==> config.mk <==
export PLATFORM = sky130hd
export DESIGN_NAME = ocp3_nic_card_responder
export DESIGN_NICKNAME = d
export VERILOG_FILES = /design/src/rtl/ocp3_nic_card_responder.sv
export SDC_FILE = /design/constraint.sdc
export NUM_CORES = 1
export LEC_CHECK = 0
export CORE_UTILIZATION = 55
export DETAILED_ROUTE_END_ITERATION = 8
export GPL_TIMING_DRIVEN = 0
export PLACE_DENSITY = 0.81
export SYNTH_ARGS = -nofsm -noshare
export SYNTH_HDL_FRONTEND = slang
export SYNTH_SLANG_ARGS = --single-unit
==> constraint.sdc <==
create_clock -name iClk -period 4.3 [get_ports iClk]
set_input_delay 0.86 -clock iClk [delete_from_list [all_inputs] [get_ports iClk]]
set_output_delay 0.86 -clock iClk [all_outputs]
set_load 0.005 [all_outputs]
==> src/rtl/ocp3_nic_card_responder.sv <==
// ocp3_nic_card_responder: card-side OCP3 NIC power sequencer that answers the baseboard power controls
module ocp3_nic_card_responder #(
   parameter logic [15:0] AUX_PG_TIMEOUT_MS  = 16'd100,
   parameter logic [15:0] MAIN_PG_TIMEOUT_MS = 16'd100,
   parameter logic [15:0] PWRGD_DLY_MS       = 16'd5
) (
   input  logic       iClk,
   input  logic       iRst_n,
   input  logic       iTick_1ms,
   input  logic       iAUX_PWR_EN,
   input  logic       iMAIN_PWR_EN,
   input  logic       iPERST_N,
   input  logic       iPG_AUX_RAILS,
   input  logic       iPG_MAIN_RAILS,
   input  logic       iFault_Clear,
   output logic       oEN_AUX_RAILS,
   output logic       oEN_MAIN_RAILS,
   output logic       oNIC_PWR_GOOD,
   output logic       oNIC_RST_N,
   output logic [3:0] oFSM_state,
   output logic       oFLT_AUX_TIMEOUT,
   output logic       oFLT_MAIN_TIMEOUT,
   output logic       oFLT_PG_LOSS,
   output logic       oFLT_PERST_EARLY
);
   typedef enum logic [3:0] {
      OFF       = 4'h0,
      AUX_RAMP  = 4'h1,
      AUX_ON    = 4'h2,
      MAIN_RAMP = 4'h3,
      MAIN_ON   = 4'h4,
      MAIN_DOWN = 4'h5,
      FAULT     = 4'hF
   } state_t;
   state_t      state, nxt;
   logic [4:0]  sync1, sync2;
   logic [15:0] cnt;
   logic [3:0]  flt, flt_set;
   logic        aux_en, main_en, perst_n, pg_aux, pg_main;
   logic        en_aux, en_main, pwr_good, rst_n;
   assign {perst_n, pg_main, pg_aux, main_en, aux_en} = sync2;
   assign oEN_AUX_RAILS  = en_aux;
   assign oEN_MAIN_RAILS = en_main;
   assign oNIC_PWR_GOOD  = pwr_good;
   assign oNIC_RST_N     = rst_n;
   assign oFSM_state     = state;
   assign {oFLT_AUX_TIMEOUT, oFLT_MAIN_TIMEOUT, oFLT_PG_LOSS, oFLT_PERST_EARLY} = flt;
   // Two-flop synchronizers for the baseboard controls and local regulator power-goods
   always_ff @(posedge iClk or negedge iRst_n)
      if (!iRst_n) begin
         sync1 <= '0;
         sync2 <= '0;
      end else begin
         sync1 <= {iPERST_N, iPG_MAIN_RAILS, iPG_AUX_RAILS, iMAIN_PWR_EN, iAUX_PWR_EN};
         sync2 <= sync1;
      end
   // Next-state decode and fault events; losing aux_en overrides everything outside FAULT
   always_comb begin
      nxt     = state;
      flt_set = '0;
      case (state)
         OFF:       if (aux_en) nxt = AUX_RAMP;
         AUX_RAMP:  if (pg_aux) nxt = AUX_ON;
                    else if (cnt >= AUX_PG_TIMEOUT_MS) begin
                       nxt        = FAULT;
                       flt_set[3] = 1'b1;
                    end
         AUX_ON:    if (!pg_aux) begin
                       nxt        = FAULT;
                       flt_set[1] = 1'b1;
                    end else if (main_en && pwr_good) nxt = MAIN_RAMP;
         MAIN_RAMP: if (pg_main) nxt = MAIN_ON;
                    else if (!main_en) nxt = MAIN_DOWN;
                    else if (cnt >= MAIN_PG_TIMEOUT_MS) begin
                       nxt        = FAULT;
                       flt_set[2] = 1'b1;
                    end
         MAIN_ON:   if (!main_en) nxt = MAIN_DOWN;
                    else if (!pg_aux || !pg_main) begin
                       nxt        = FAULT;
                       flt_set[1] = 1'b1;
                    end
         MAIN_DOWN: if (!pg_main) nxt = AUX_ON;
         FAULT:     if (iFault_Clear && !aux_en) nxt = OFF;
         default:   nxt = OFF;
      endcase
      if (!aux_en && state != FAULT) begin
         nxt          = OFF;
         flt_set[3:1] = '0;
      end
      flt_set[0] = perst_n && (state != MAIN_ON);
   end
   // State, ms counter (cleared on every state change), registered outputs and sticky flags (set beats clear)
   always_ff @(posedge iClk or negedge iRst_n)
      if (!iRst_n) begin
         state    <= OFF;
         cnt      <= '0;
         en_aux   <= 1'b0;
         en_main  <= 1'b0;
         pwr_good <= 1'b0;
         rst_n    <= 1'b0;
         flt      <= '0;
      end else begin
         state    <= nxt;
         cnt      <= (nxt != state) ? 16'd0 : (iTick_1ms && cnt != 16'hFFFF) ? cnt + 16'd1 : cnt;
         en_aux   <= nxt inside {AUX_RAMP, AUX_ON, MAIN_RAMP, MAIN_ON, MAIN_DOWN};
         en_main  <= nxt inside {MAIN_RAMP, MAIN_ON};
         rst_n    <= (nxt == MAIN_ON) && perst_n;
         pwr_good <= (nxt == MAIN_ON) || (nxt == MAIN_DOWN) ||
                     ((nxt == AUX_ON) && (pwr_good || (state == AUX_ON && cnt >= PWRGD_DLY_MS)));
         flt      <= (iFault_Clear ? 4'h0 : flt) | flt_set;
      end
endmodule

**After elaboration in Yosys (flattened, before gate mapping)**

Index checks and enable logic that the tools add are counted.

- Output and inout port bits: 12
- Logic and storage cells: 74
- Register bits after elaboration: 38

- Mux-type cells: 27
- $add $sub $neg: 1
- Magnitude comparators: 2
- Bitwise gates (word level): 1
- Reductions and logical operators: 19
- Equal/unequal tests: 15

Operator list:

| cell | count |
|---|---|
| $mux W4 | 13 |
| $mux W16 | 2 |
| $pmux W4 S7 | 1 |
| $add A16 B1 Y16 const B | 1 |
| $eq A4 B2 Y1 const B | 4 |
| $eq A4 B3 Y1 const B | 4 |
| $ge A16 B3 Y1 const B | 1 |
| $ge A16 B7 Y1 const B | 1 |
| $ne A16 B16 Y1 const B | 1 |
| $mux W1 | 9 |
| $eq A4 B1 Y1 const B | 2 |
| $logic_and A1 B1 Y1 | 8 |
| $reduce_bool A5 Y1 | 1 |
| $eq A4 B4 Y1 const B | 1 |
| $logic_not A4 Y1 | 1 |
| $logic_or A1 B1 Y1 | 4 |
| $ne A4 B3 Y1 const B | 1 |
| $ne A4 B4 Y1 | 1 |
| $ne A4 B4 Y1 const B | 1 |
| $or A4 B4 Y4 | 1 |
| $reduce_bool A2 Y1 | 2 |
| $logic_not A1 Y1 | 3 |
| $mux W3 | 1 |
| $pmux W1 S2 | 1 |

**Logic depth before layout (Yosys ltp)**

Gate-level depths: netlist of run 1.

- Depth after elaboration: 9
- Mapped depth: 9
- Depth with buffers taken out: 8

**Least setup slack after synthesis of run 1**

Ideal clock, no wire load.

- Kind: reg-to-reg
- From: reg state[3], in the netlist oFSM_state[3]
- To: reg cnt[10]
- Stages on the path, launching flop included: 9
- Slack: 2.215 ns
- Clock period less this slack: 2.085 ns
- Library setup time: 0.125 ns
- Arrival: 1.960 ns
- Data required time: 4.175 ns
- Path buffers: 2
- Path through: dfrtp_1 buf_2 nor3b_2 or3b_1 o2111a_1 a311o_1 o211ai_2 buf_6 nor3_1

- Word-level cells in the longest chain between the ends: 7
- Elaborated cells between the ends (all ways): 25

Ends and longest elaborated chain:

| item | RTL line | text |
|---|---|---|
| from (decl) | 35 | `state_t state, nxt;` |
| from (signal assigned) | 104 | `state <= nxt;` |
| $mux W4 | 64, 74 |  |
| $mux W4 | 73 | `else if (!main_en) nxt = MAIN_DOWN;` |
| $mux W4 | 72 | `MAIN_RAMP: if (pg_main) nxt = MAIN_ON;` |
| $pmux W4 S7 | 61 | `case (state)` |
| $mux W4 | 87 | `if (!aux_en && state != FAULT) begin` |
| $ne A4 B4 Y1 * | 105 | `cnt <= (nxt != state) ? 16'd0 : (iTick_1ms && cnt != 16'hFFFF) ? cnt + 16'd1 : cnt;` |
| $mux W16 / $reduce_bool A2 Y1 (equally long branches) | -- |  |
| to (signal assigned) | 105 |  |
| to (decl) | 37 | `logic [15:0] cnt;` |

Every way passes the cells marked *; elsewhere a longest branch is shown, timed or not.
A chain may end at the register's enable or synchronous reset.

**Worst setup path in the final report of run 1**

- From: in iFault_Clear
- To: reg cnt[6]

- Word-level cells in the longest chain between the ends: 6
- Elaborated cells between the ends (all ways): 7

Ends and longest elaborated chain:

| item | RTL line | text |
|---|---|---|
| from (decl) | 15 | `input logic iFault_Clear,` |
| $logic_and A1 B1 Y1 * | 84 | `FAULT: if (iFault_Clear && !aux_en) nxt = OFF;` |
| $mux W4 * | 84 |  |
| $pmux W4 S7 * | 61 |  |
| $mux W4 * | 87 |  |
| $ne A4 B4 Y1 * | 105 |  |
| $mux W16 / $reduce_bool A2 Y1 (equally long branches) | -- |  |

Marked as above.

==> metrics.cfg, run 1 <==
[worst_setup_path]
rr_worst_depth = 7
critPathLaunchType = input pin
critPathKind = input pin to register
worstReg2RegEnd = cnt[6]
r2r-start = cnt[11]
cp.required_ps = 4510
path_max_fanout = 10
end_kind = register
arrival_ps = 2780
rrSetupSlack_ps = 1820

[detailed_routing]
routed_wl_mm = 4.65
first_pass_iters = 5
drc = 0
drtAntennaViolNets = 0
first_iter_violations = 162
wl_per_cell_um = 16.3
vias = 1788
routed_via_density = 6.27

[sta]
finalHoldViolCount = 0
fin_setup_tns_ps = 0
maxSlewHeadroom = 0.455
drv_slew = 0
post-route-period-util = 0.598
setup_violations = 0
fmaxAchievable_mhz = 389
skew_ps = 10.1
worst_pin_slew_ps = 818
rsz0062_at_grt = no
finalCriticalPeriod_ps = 2570

[run]
cap_violations = 0

[run_status]
status = finished, final reports clean

[die]
die_y_um = 63.9
fp-row-count = 22
chipWidth_um = 63.9
die_area_um2 = 4090
io_pins = 21
start_util = 0.576
core_um2 = 3660

[layout]
final_layout_size_suffix_gt1_frac = 0.135
area_growth_pct = 17.3
nFillCells = 274
nets = 248
n_antenna_cell = 0

[pwr]
ir_drop_uv = 343
p_leak_uw = 0.000997
p_per_area_nw_per_um2 = 453
p_total_uw = 1120

[synth]
async_flop_share = 1.00
yosys_most_used_dff = dfrtp_1
synthDistinctLibCells = 58
synth.most_common_cell = dfrtp_1
seq_area_frac_synth = 0.451
netlist_instances = 209
synth_area_leaders = dfrtp_1 (45%), nor3_1 (3.8%), xor2_1 (3.3%), xnor2_1 (2.9%), nand2_1 (2.7%)
yosysTopAreaCell = dfrtp_1
ys_ff_latch = 38
synth_warnings = 0
yosys.area.top_type_share = 0.451
synth_edf_count = 0
ys_top_cells_by_count = dfrtp_1 (38), nor3_1 (16), nand2_1 (15)
synth_area_um2 = 2110
avgSynthCellArea_um2 = 10.1
synth_fp_nets = 221

[placement]
numPortBuffers = 20
hpwl_mm = 3.19
gp_congestion = 0.913

[cts]
cts_sinks = 38
cts_tree = built
clock_path_buffers = 2
postCtsSetupBuffers = 0
clk-insertion-delay-late_ps = 300
clkTransAtPathRegs_ps = 70
cts_resized = 0
cts_root_buf = clkbuf_8
cts_htree_levels = 2
cts_buffers = 5
cts_hold_buf = 0

[global_route]
grt_use_total = 0.262
grt_antenna_before_repair = 0
grt_pass1_vias = 1626
grt_pass1_wl_mm = 8.04
grt_max_degree = 39
gr-total-overflow = 0

[min_path]
hold_end = sync2[2]
hold_path_depth = 0
hp-class = register to register
min_from = sync1[2]

==> cells in the final DEF (no fill, tap or decap), types with 3 or more instances in the layout <==
master	n
o21ai_0	5
nor4_1	6
o2bb2ai_1	3
a31oi_1	5
inv_1	9
nand4_1	6
nand2_1	15
clkdlybuf4s50_1	19
nor3_1	16
buf_2	5
nor2_1	10
a21oi_1	6
and4_1	3
clkbuf_8	5
ha_1	3
xor2_1	8
nand3_1	7
nor3b_1	4
nor3_2	3
xnor2_1	7
dfrtp_1	38
==> flip-flops by register name, summed over array words and instances, names as in the netlist <==
| register | cells |
|---|---|
| oNIC_PWR_GOOD | 1 |
| sync1 | 5 |
| oNIC_RST_N | 1 |
| oFSM_state | 4 |
| sync2 | 5 |
| oEN_MAIN_RAILS | 1 |
| cnt | 16 |
| flt | 4 |
| oEN_AUX_RAILS | 1 |
==> metrics by stage <==
step                instances   util  worst slack (ps)  hold WS [ps]  cell area [um2]
floorplan                 209      -              2220           331             2110
global placement          277  0.647              1500           332             2370
detailed placement        277  0.646              1440           335             2360
CTS                       285  0.676              1750           351             2470
global route              285  0.676              1580           360             2470
finish                    285  0.676              1730           350             2470
==> where the power goes <==
group,total (uW),switching [uW],internal [uW]
clock,300,129,171
combinational,399,233,167
sequential,422,31.0,391
total,1120,393,728
==> how the worst max path moves through the flow <==
stage	startpoint	endpoint	slack, ps	cells past startpoint
floorplan	oFSM_state[3]	cnt[10]	2220	8
global placement	iRst_n	sync1[2]	1500	1
detailed placement	iFault_Clear	cnt[6]	1440	8
CTS	iFault_Clear	cnt[6]	1750	8
global route	cnt[11]	cnt[6]	1580	7
finish	iFault_Clear	cnt[6]	1730	8
==> kinds of logic (layout without fill, tap and decap cells) <==
| family | after synthesis | in the layout | share of synthesized area |
|---|---|---|---|
| flip-flops | 38 | 38 | 0.451 |
| multiplexers | 4 | 4 | 0.0202 |
| buffers and inverters | 19 | 47 | 0.0469 |
| XOR/XNOR | 15 | 15 | 0.0623 |
| adder cells (fa/ha/maj) | 3 | 3 | 0.0178 |
| AO/OA/AOI/OAI | 43 | 43 | 0.161 |
| AND/OR/NAND/NOR | 87 | 87 | 0.241 |
==> cell type report <==
cell class | count | area (um2) | share of cell area
Buffer | 10 | 65.1 | 0.0263
Clock buffer | 5 | 68.8 | 0.0278
Clock inverter | 3 | 40.0 | 0.0162
Inverter | 9 | 33.8 | 0.0137
Multi-Input combinational cell | 152 | 1060 | 0.428
Sequential cell | 38 | 951 | 0.384
Tap cell | 48 | 60.1 | 0.0243
Timing Repair Buffer | 20 | 195 | 0.0789
==> metal layers <==
metal | global-route usage | up-vias | share of wire
li1 | - | 845 | -
met1 | 0.371 | 861 | 0.45
met2 | 0.386 | 70 | 0.47
met3 | 0.0500 | 12 | 0.054
met4 | 0.122 | 0 | 0.025
met5 | 0 | - | 0
==> worst max-delay path, stage by stage <==
cell and delay (ps):
clkdlybuf4s50_1 490, nand2b_1 90, a32oi_2 290, o221ai_1 200, a21oi_2 240, o211ai_2 220, buf_6 210, nor3_1 180
No activity file was read; power rests on OpenSTA's default activity.
==> inputs of run 2 (changes only) <==
- clock period: 4.3 -> 2.4 ns (I/O delays scaled with it)
==> metrics.cfg, run 2 (synthesis results as in run 1) <==
[run_status]
status = finished, final reports clean

[worst_setup_path]
rrSetupSlack_ps = 110  ; -1710 ps
critPathLaunchType = register
cp.required_ps = 2580  ; -1930 ps
crit_start = oFSM_state[1]
r2r-start = oFSM_state[1]
timing.critical_path.to = cnt[2]
arrival_ps = 2480  ; -300 ps
critPathKind = register to register
worstReg2RegEnd = cnt[2]
cp_common_cell = buf_4
end_kind = register
rr_worst_depth = 9  ; +2
crit_path_cell_trace = buf_2 > buf_4 > nor3b_1 > a32oi_2 > a41oi_2 > xnor2_1 > o21ai_2 > buf_4 > nor4_1
crit_path_top_delay_cell = dfrtp_1
path_max_fanout = 10  ; unchanged
critPathMaxStageDelay_ps = 370  ; -120 ps

[cts]
clkTransAtPathRegs_ps = 80  ; about the same
cts_buffers = 5  ; unchanged
clock_path_buffers = 2  ; unchanged
cts_htree_levels = 2  ; unchanged
cts_hold_buf = 0  ; unchanged
cts_tree = built
cts_root_buf = clkbuf_8
cts_sinks = 38  ; unchanged
clk-insertion-delay-late_ps = 290  ; about the same

[pwr]
power.share.clock = 0.251  ; -0.016
power.switching_uw = 736  ; +87%
comb_power_share = 0.387  ; +0.031
p_leak_uw = 0.00105  ; +4.9%
p_per_area_nw_per_um2 = 820  ; +81%
p_int_uw = 1380  ; +89%
seq_power_share = 0.362  ; -0.014
switching_share = 0.348  ; -0.00229
ir_drop_uv = 608  ; +77%

[global_route]
grt_max_degree = 39  ; unchanged
gr-total-overflow = 0  ; unchanged
grt_antenna_before_repair = 0  ; unchanged
grt_pass1_vias = 1631  ; +0.31%
grt_use_total = 0.262  ; -0.000386
grt_pass1_wl_mm = 8.02  ; -0.26%

[sta]
maxSlewHeadroom = 0.453  ; -0.00129
setup_violations = 0  ; unchanged
fin_setup_tns_ps = 0  ; unchanged
worst_pin_slew_ps = 820  ; +1.93 ps
post-route-period-util = 0.955
fmaxAchievable_mhz = 436
skew_ps = 8.39  ; -1.75 ps
setup_ws_ps = 107  ; -1620 ps
finalHoldViolCount = 0  ; unchanged
drv_slew = 0  ; unchanged
finalCriticalPeriod_ps = 2290

[layout]
finalNonFillerCells = 288  ; +1.1%
n_antenna_cell = 0  ; unchanged
final_layout_size_suffix_gt1_frac = 0.188  ; +0.0525
area_growth_pct = 22.1
largest_register_ffs = 16  ; unchanged
nFillCells = 259  ; -5.5%
final_area_um2 = 2580  ; +4.1%
nets = 251  ; +1.2%
top_register = cnt
final_cell_mix = dfrtp_1 (37), clkdlybuf4s50_1 (19), nor3_1 (16), nand2_1 (15), nor2_1 (10)
reg_top3 = cnt (16), sync1 (5), sync2 (5)
final_common_cell = dfrtp_1

[die]
io_pins = 21  ; unchanged
start_util = 0.576  ; unchanged
core_um2 = 3660  ; unchanged
fp-row-count = 22  ; unchanged
die_area_um2 = 4090  ; unchanged
chipWidth_um = 63.9  ; unchanged
die_y_um = 63.9  ; unchanged

[detailed_routing]
drc = 0  ; unchanged
vias = 1794  ; +0.34%
first_iter_violations = 152  ; -6.2%
wl_per_cell_um = 16.7  ; +2.3%
drtAntennaViolNets = 0  ; unchanged
routed_via_density = 6.23  ; -0.71%
first_pass_iters = 4  ; -1
routed_wl_mm = 4.81  ; +3.4%

[run]
cap_violations = 0  ; unchanged

[placement]
gp_congestion = 0.913  ; unchanged
postPlaceCellArea_um2 = 2360  ; unchanged
preCtsSetupSlack_ps = -78.2  ; -1520 ps
hpwl_mm = 3.19  ; unchanged
numPortBuffers = 20  ; unchanged
place_inst = 277  ; unchanged

[min_path]
hp-class = input pin to asynchronous set/reset pin

## run 2: timing repair
item,in CTS,in global routing
cloned,0,1
endpoints found under the setup margin,7,14
buffers inserted,1,2
gates resized for setup,1,18
pin swaps,1,3
## run 2: per-stage QoR
stage	power, uW	hold slack (ps)	utilization
6_report	2110	283	0.704
5_1_grt	2240	360	0.704
4_1_cts	2020	303	0.679
3_5_place_dp	1470	335	0.646
3_3_place_gp	1450	332	0.647
2_1_floorplan	1240	184	-
## run 2: per-layer routing
metal,vias up,track usage,share of wire
met5,-,0,0
met4,0,0.128,0.027
met3,13,0.0500,0.052
met2,61,0.382,0.47
met1,876,0.371,0.45
li1,844,-,-
## run 2: worst min-delay path by stage
stage	startpoint	to	slack, ps	cells past startpoint
final	iRst_n	sync2[3]	280	1
after global routing	iRst_n	sync2[3]	360	1
after CTS	iRst_n	oFSM_state[0]	300	1
after detailed placement	sync1[2]	sync2[2]	330	0
after global placement	sync1[0]	sync2[0]	330	0
after floorplan	iRst_n	cnt[0]	180	0
## run 2: critical path, delay by kind of cell, from the launching register on
| kind | cells | cell delay, ps |
|---|---|---|
| DFF | 1 | 370 |
| buffers and inverters | 3 | 530 |
| and+or+nand+nor | 2 | 540 |
| xor gates and xnor gates | 1 | 170 |
| AOI/OAI and AO/OA | 3 | 580 |
## run 2: layout make-up
cell class / instances / area [um2] / area share
inverter: 9 / 33.8 / 0.0131
tap: 48 / 60.1 / 0.0233
timing repair buffer: 24 / 229 / 0.0889
clock buffer: 5 / 68.8 / 0.0267
multi-input combinational: 152 / 1130 / 0.438
sequential: 38 / 952 / 0.370
buffer: 9 / 65.1 / 0.0253
clock inverter: 3 / 40.0 / 0.0155
## run 2: power by group through the flow
stage / Sequential, uW / Clock [uW] / Combinational, uW
finish: 764 / 530 / 818
global route: 770 / 574 / 892
CTS: 755 / 543 / 718
detailed placement: 766 / 0 / 702
global placement: 763 / 0 / 684
floorplan: 758 / 0 / 479
